### config.mk
export PLATFORM = sky130hd
export DESIGN_NAME = clk_div_sequencer
export DESIGN_NICKNAME = d
export VERILOG_FILES = /design/src/rtl/clk_div_sequencer.sv
export SDC_FILE = /design/constraint.sdc
export NUM_CORES = 1
export LEC_CHECK = 0
export CORE_MARGIN = 1.5
export CORE_UTILIZATION = 30
export CTS_CLUSTER_SIZE = 25
export DETAILED_ROUTE_END_ITERATION = 6
export PLACE_DENSITY = 0.58
export SYNTH_ARGS = -nofsm -noshare
export SYNTH_HDL_FRONTEND = slang
export SYNTH_SLANG_ARGS = --single-unit
### constraint.sdc
create_clock -name clk_in -period 3.3 [get_ports clk_in]
set_input_delay 0.33 -clock clk_in [delete_from_list [all_inputs] [get_ports clk_in]]
set_output_delay 0.33 -clock clk_in [all_outputs]
set_load 0.1 [all_outputs]
### src/rtl/clk_div_sequencer.sv
// Divided-clock controller: start/stop with a clean park-low, and ratio changes
// that take effect only on a falling edge of clk_out so no pulse is ever clipped.
module clk_div_sequencer #(
    parameter int CNT_W       = 8,
    parameter int DEFAULT_DIV = 2
) (
    input  logic             clk_in,
    input  logic             rst,
    input  logic             en,
    input  logic [CNT_W-1:0] cfg_div,
    input  logic             cfg_valid,
    output logic             cfg_ready,
    output logic             clk_out,
    output logic             tick,
    output logic             busy,
    output logic             cfg_err
);

    typedef enum logic [1:0] {ST_STOP, ST_RUN, ST_DRAIN} state_t;

    state_t           state_q;
    logic [CNT_W-1:0] cnt_q;
    logic [CNT_W-1:0] div_q;
    logic [CNT_W-1:0] pdiv_q;
    logic             pend_q;
    logic             clk_q;
    logic             tick_q;
    logic             busy_q;
    logic             err_q;

    logic accept;
    logic cfg_zero;
    logic at_end;

    assign accept    = cfg_valid & ~pend_q;
    assign cfg_zero  = (cfg_div == '0);
    assign at_end    = (cnt_q == div_q - CNT_W'(1));

    assign cfg_ready = ~pend_q;
    assign clk_out   = clk_q;
    assign tick      = tick_q;
    assign busy      = busy_q;
    assign cfg_err   = err_q;

    always_ff @(posedge clk_in or posedge rst) begin
        if (rst) begin
            state_q <= ST_STOP;
            cnt_q   <= '0;
            div_q   <= CNT_W'(DEFAULT_DIV);
            pdiv_q  <= '0;
            pend_q  <= 1'b0;
            clk_q   <= 1'b0;
            tick_q  <= 1'b0;
            busy_q  <= 1'b0;
            err_q   <= 1'b0;
        end else begin
            tick_q <= 1'b0;
            err_q  <= accept & cfg_zero;
            case (state_q)
                ST_STOP: begin
                    cnt_q <= '0;
                    clk_q <= 1'b0;
                    // A ratio left pending by the run that just ended lands here
                    if (pend_q) begin
                        div_q  <= pdiv_q;
                        pend_q <= 1'b0;
                    end else if (accept && !cfg_zero) begin
                        div_q <= cfg_div;
                    end
                    if (en) begin
                        state_q <= ST_RUN;
                        busy_q  <= 1'b1;
                    end
                end
                default: begin
                    if (!en && !clk_q) begin
                        state_q <= ST_STOP;
                        busy_q  <= 1'b0;
                        cnt_q   <= '0;
                    end else if (at_end) begin
                        cnt_q  <= '0;
                        clk_q  <= ~clk_q;
                        tick_q <= ~clk_q;
                        // Falling edge: the only safe point to swap ratio or park
                        if (clk_q && pend_q) begin
                            div_q  <= pdiv_q;
                            pend_q <= 1'b0;
                        end
                        if (clk_q && !en) begin
                            state_q <= ST_STOP;
                            busy_q  <= 1'b0;
                        end else begin
                            state_q <= en ? ST_RUN : ST_DRAIN;
                        end
                    end else begin
                        cnt_q   <= cnt_q + CNT_W'(1);
                        state_q <= en ? ST_RUN : ST_DRAIN;
                    end
                    if (accept && !cfg_zero) begin
                        pdiv_q <= cfg_div;
                        pend_q <= 1'b1;
                    end
                end
            endcase
        end
    end

endmodule
Word level (Yosys, flattened, before mapping)
Cells that the tools add are included.
{ "word_totals": {"register_bits": 31, "in_bits": 12, "output_inout_bits": 5, "word_cells": 72} }
{ "op_classes": {"add_sub_neg": 2, "n_eq_ne": 5, "n_mux": 31, "n_bitwise": 5, "reduce_logical": 20} }
{ "ops": {"columns": ["cell", "n"], "rows": [
  ["$mux W8", 9],
  ["$mux W1", 16],
  ["$mux W2", 6],
  ["$reduce_bool A3 Y1", 4],
  ["$add A8 B1 Y8 const B", 1],
  ["$eq A8 B8 Y1", 1],
  ["$logic_not A8 Y1", 1],
  ["$sub A8 B1 Y8 const B", 1],
  ["$reduce_and A3 Y1", 2],
  ["$logic_and A1 B1 Y1", 4],
  ["$reduce_and A2 Y1", 2],
  ["$reduce_and A4 Y1", 1],
  ["$reduce_bool A2 Y1", 2],
  ["$logic_not A1 Y1", 3],
  ["$ne A3 B2 Y1 const B", 1],
  ["$ne A3 B3 Y1 const B", 1],
  ["$not A1 Y1", 3],
  ["$and A1 B1 Y1", 2],
  ["$logic_not A2 Y1", 1],
  ["$ne A2 B1 Y1 const B", 1],
  ["$ne A2 B2 Y1 const B", 1]
]} }

Depth between registers and ports, before layout
{ "depth": {"word_depth": 6, "depth_mapped": 8, "depth_no_buf": 7} }

Least setup slack after synthesis
No wires, ideal clock.
{ "synth_timing": {"kind": "flip-flop to flip-flop", "startpoint": "register div_q[1]", "endpoint": "register div_q[2]", "setup_ns": 0.125, "t_arrival_ns": 2.480, "required_ns": 3.175, "setup_slack_ns": 0.695, "stages_incl_launch_ff": 8, "n_path_buf": 0, "synth_period_minus_slack_ns": 2.605, "cell_sequence": "dfstp_2 > inv_1 > ha_1 > nor2b_1 > or3_1 > a31o_2 > o41ai_4 > mux2_2"} }
{ "synth_via": {"elab_chain_len": 4} }
{ "synth_rtl": {"columns": ["item", "line_no", "text"], "rows": [
  ["start, declared", "23", "logic [CNT_W-1:0] div_q;"],
  ["start signal, assigned", "49", "div_q <= CNT_W'(DEFAULT_DIV);"],
  ["start signal, assigned", "65", "div_q <= pdiv_q;"],
  ["start signal, assigned", "68", "div_q <= cfg_div;"],
  ["$sub A8 B1 Y8", "37", "assign at_end = (cnt_q == div_q - CNT_W'(1));"],
  ["$eq A8 B8 Y1", "37", null],
  ["$reduce_bool A2 Y1 (no line)", null, null],
  ["$reduce_and A4 Y1 (no line)", null, null]
]} }
No other way between the ends.
A chain may end at the register's enable or synchronous reset.

Worst setup path after layout
{ "layout_timing": {"startpoint": "register div_q[1]", "endpoint": "register div_q[4]"} }
The elaborated chain is that of the path after synthesis.

==> summary.md <==
| Metric | Value |
|---|---|
| Largest net degree at the start of global routing | `24` |
| Post-Synthesis Cells | `approximately 140` |
| Worst Setup End Kind | `flop` |
| Vias in the first global route | `roughly 1200` |
| Hold/Removal Path Class | `reg -> reg` |
| Final Instance Area | `1946 µm²` |
| Pwr dens | `slightly below 600 nW/µm²` |
| Rows | `26` |
| Largest stage delay on the critical path | `650 ps` |
| Max_slew headroom | `a little over a third` |
| Setup bufs post-CTS | `0` |
| Most common cell after layout, fill and taps aside | `dfrtp_1` |
| Diodes inserted | `0` |
| Final setup TNS | `0 ps` |
| Most frequent cells in the layout | `dfrtp_1, mux2_2, clkdlybuf4s50_1` |
| Async SR Flop Fraction | `100.0%` |
| Root buffer cell | `clkbuf_8` |
| Crit-path max FO | `8` |
| RSZ-0062 raised after global routing | `false` |
| Layout area overhead | `21.11%` |
| DIE WIDTH | `between 70 and 80 µm` |
| Hold buffers post-CTS | `0` |
| Post-synthesis sequential area ratio | `roughly half` |
| Die ar. | `5803 µm²` |
| Layout Nets | `approximately 180` |
| Routed WL | `3.092 mm` |
| Fin. max-slew vios | `0` |
| Hold_sp | `pdiv_q[7]` |
| Setup violators final | `0` |
| Static Leak | `between 0.8 and 0.9 nW` |
| DP HPWL | `between 2 and 2.5 mm` |
| Fill count | `roughly 520` |
| First-pass GRT wire length | `5.513 mm` |
| Core area | `just over 5000 µm²` |
| Vias | `~1100` |
| I/O pin cnt | `17` |
| Flops & latches, synth | `31` |
| Violation count after the first detailed-routing iteration | `34` |
| Die H | `~76 µm` |
| Clk Latency, worst-skew pair | `between 200 and 300 ps` |
| Total of warnings raised by yosys | `0` |
| Buf+Inv Stages, Crit Path | `1` |
| Final Cycle Share | `85.08%` |
| Cell chain of the critical path | `inv_1 > ha_1 > nor2b_1 > or3_1 > a31o_2 > o41ai_4 > mux2_2` |
| Post-layout min period | `approximately 2800 ps` |
| Crit path max-delay family | `compound AO/OA/AOI/OAI gates` |
| Routability Congestion | `approximately 0.80` |
| Synth cell types | `33` |
| IO buf count | `16` |
| Initial Utilization | `31.26%` |
| Maximum vdd ir drop | `between 0.0002 and 0.0003 V` |
| Pre-CTS setup slack | `roughly 490 ps` |
| Max Cap Viol | `0` |
| Critical path class | `reg -> reg` |
| Clock tree from TritonCTS | `yes` |
| Hold Violations, Final | `0` |
| Synth Cell Area | `between 1500 and 2000 µm²` |
| WP data arrival | `~3000 ps` |
| Synth Flop Type | `dfrtp_1` |
| Critical Path Source | `div_q[1]` |
| Startpoint Class | `flop` |
| Clk slew on worst S/H paths | `~60 ps` |
| Detailed Routing Iterations Pass 1 | `4` |
| GRT Overall Usage | `between 10 and 15%` |
| Worst R2R Start | `div_q[1]` |
| DRC | `0` |
| Drt wl/cell | `approximately 13 µm` |
| Slew @ Worst Pin | `975.9 ps` |
| Initial antenna violation count | `0` |
| Clock tree buffer depth | `2` |
| Layout cells sized above 1 | `~22%` |
| Max Clk Rate | `between 0.3 and 0.4 GHz` |
| Total CTS buffers | `5` |
| Post-synth EDFFs | `0` |
| Worst EP required | `3460 ps` |
| Vias per cell | `roughly 4.8` |
| Global route overflow | `0` |
| # clock sinks | `31` |
| Post-cts sizing count | `0` |
| Worst path slowest cell | `o41ai_4` |
| Post-route ant nets | `0` |
| Final clock skew | `5.979 ps` |
| Syn avg cell area | `11.39 µm²` |
| H-tree depth | `2` |
| Status | `finished clean` |
| Dpl cell area | `1866 µm²` |
| Setup ws final | `between 400 and 500 ps` |
| Syn nets | `155` |
==> through the flow <==
| stage | instances | util (%) | total power, mW | hold WS (ps) |
|---|---|---|---|---|
| after global placement | 227 | 36.30 | 0.8402 | 487.9 |
| after detailed placement | 227 | 36.30 | 0.8565 | 495.5 |
| after CTS | 235 | 37.85 | 1.138 | 510.3 |
| after global routing | 235 | 37.85 | 1.201 | 533.5 |
| final | 235 | 37.85 | 1.123 | 504.7 |
| after floorplan | 141 | - | 0.7686 | 403.5 |
==> final timing paths <==
kind	endpoint	slack, ps	cells past startpoint
max	div_q[4]	490	7
min	pdiv_q[7]	500	1
max reg2reg	div_q[4]	490	7
min reg2reg	pdiv_q[7]	500	1
max in group asynchronous	tick	2100	3
min in group asynchronous	clk_out	550	2
==> cell type report <==
cell class | instances | area [µm²] | share of cell area, %
multi-input combinational | 101 | 795.8 | 40.90
sequential | 31 | 777.0 | 39.94
timing repair buffer | 19 | 182.7 | 9.389
tap | 70 | 87.58 | 4.502
clock buffer | 8 | 80.08 | 4.116
inverter | 6 | 22.52 | 1.158
==> worst reg2reg max path, stage by stage (launching register included) <==
cell and delay, ps:
dfstp_2 540, inv_1 60, ha_1 240, nor2b_1 160, or3_1 350, a31o_2 280
o41ai_4 650, mux2_2 400
==> cell families (layout without fill, tap and decap cells) <==
kind of cell	Yosys count	in the layout	synth area share, %
simple gates	44	44	15.65
flops	31	31	48.36
mux	25	25	17.13
compound gates	16	16	7.555
xor+xnor	14	14	7.633
buf+inv	9	33	2.103
fa+ha+maj	2	2	1.557
==> flip-flops by register name, indices dropped and copies added, names as in the netlist <==
name,count
pdiv_q,8
pend_q,1
clk_out,1
state_q,2
tick,1
div_q,8
cfg_err,1
busy,1
cnt_q,8
==> report_power, final <==
group	switching, mW	internal (mW)
clock	0.127	0.149
combinational	0.168	0.164
sequential	0.0660	0.449
total	0.361	0.762
==> routing by layer <==
metal,vias up,share of wire (%),track usage [%]
li1,554,-,-
met1,545,49,15.04
met2,18,46,19.19
met3,5,3.5,3.353
met4,0,1.9,6.111
met5,-,0,0
==> cell usage after synthesis, drive strengths merged (2+ instances only) <==
cell type,n,area (µm²)
a21oi,6,30.03
a31oi,2,12.51
and3,4,27.52
clkbuf,3,11.26
dfrtp,30,750.7
ha,2,25.02
inv,6,22.52
mux2,20,225.2
mux2i,5,50.05
nand2,3,11.26
nand3,6,30.03
nor2,6,22.52
nor2b,2,15.02
nor3,12,60.06
nor3b,2,15.01
nor4,3,18.77
o21ai,3,15.01
xnor2,6,52.55
xor2,8,70.07
(Power assumes the default switching activity.)
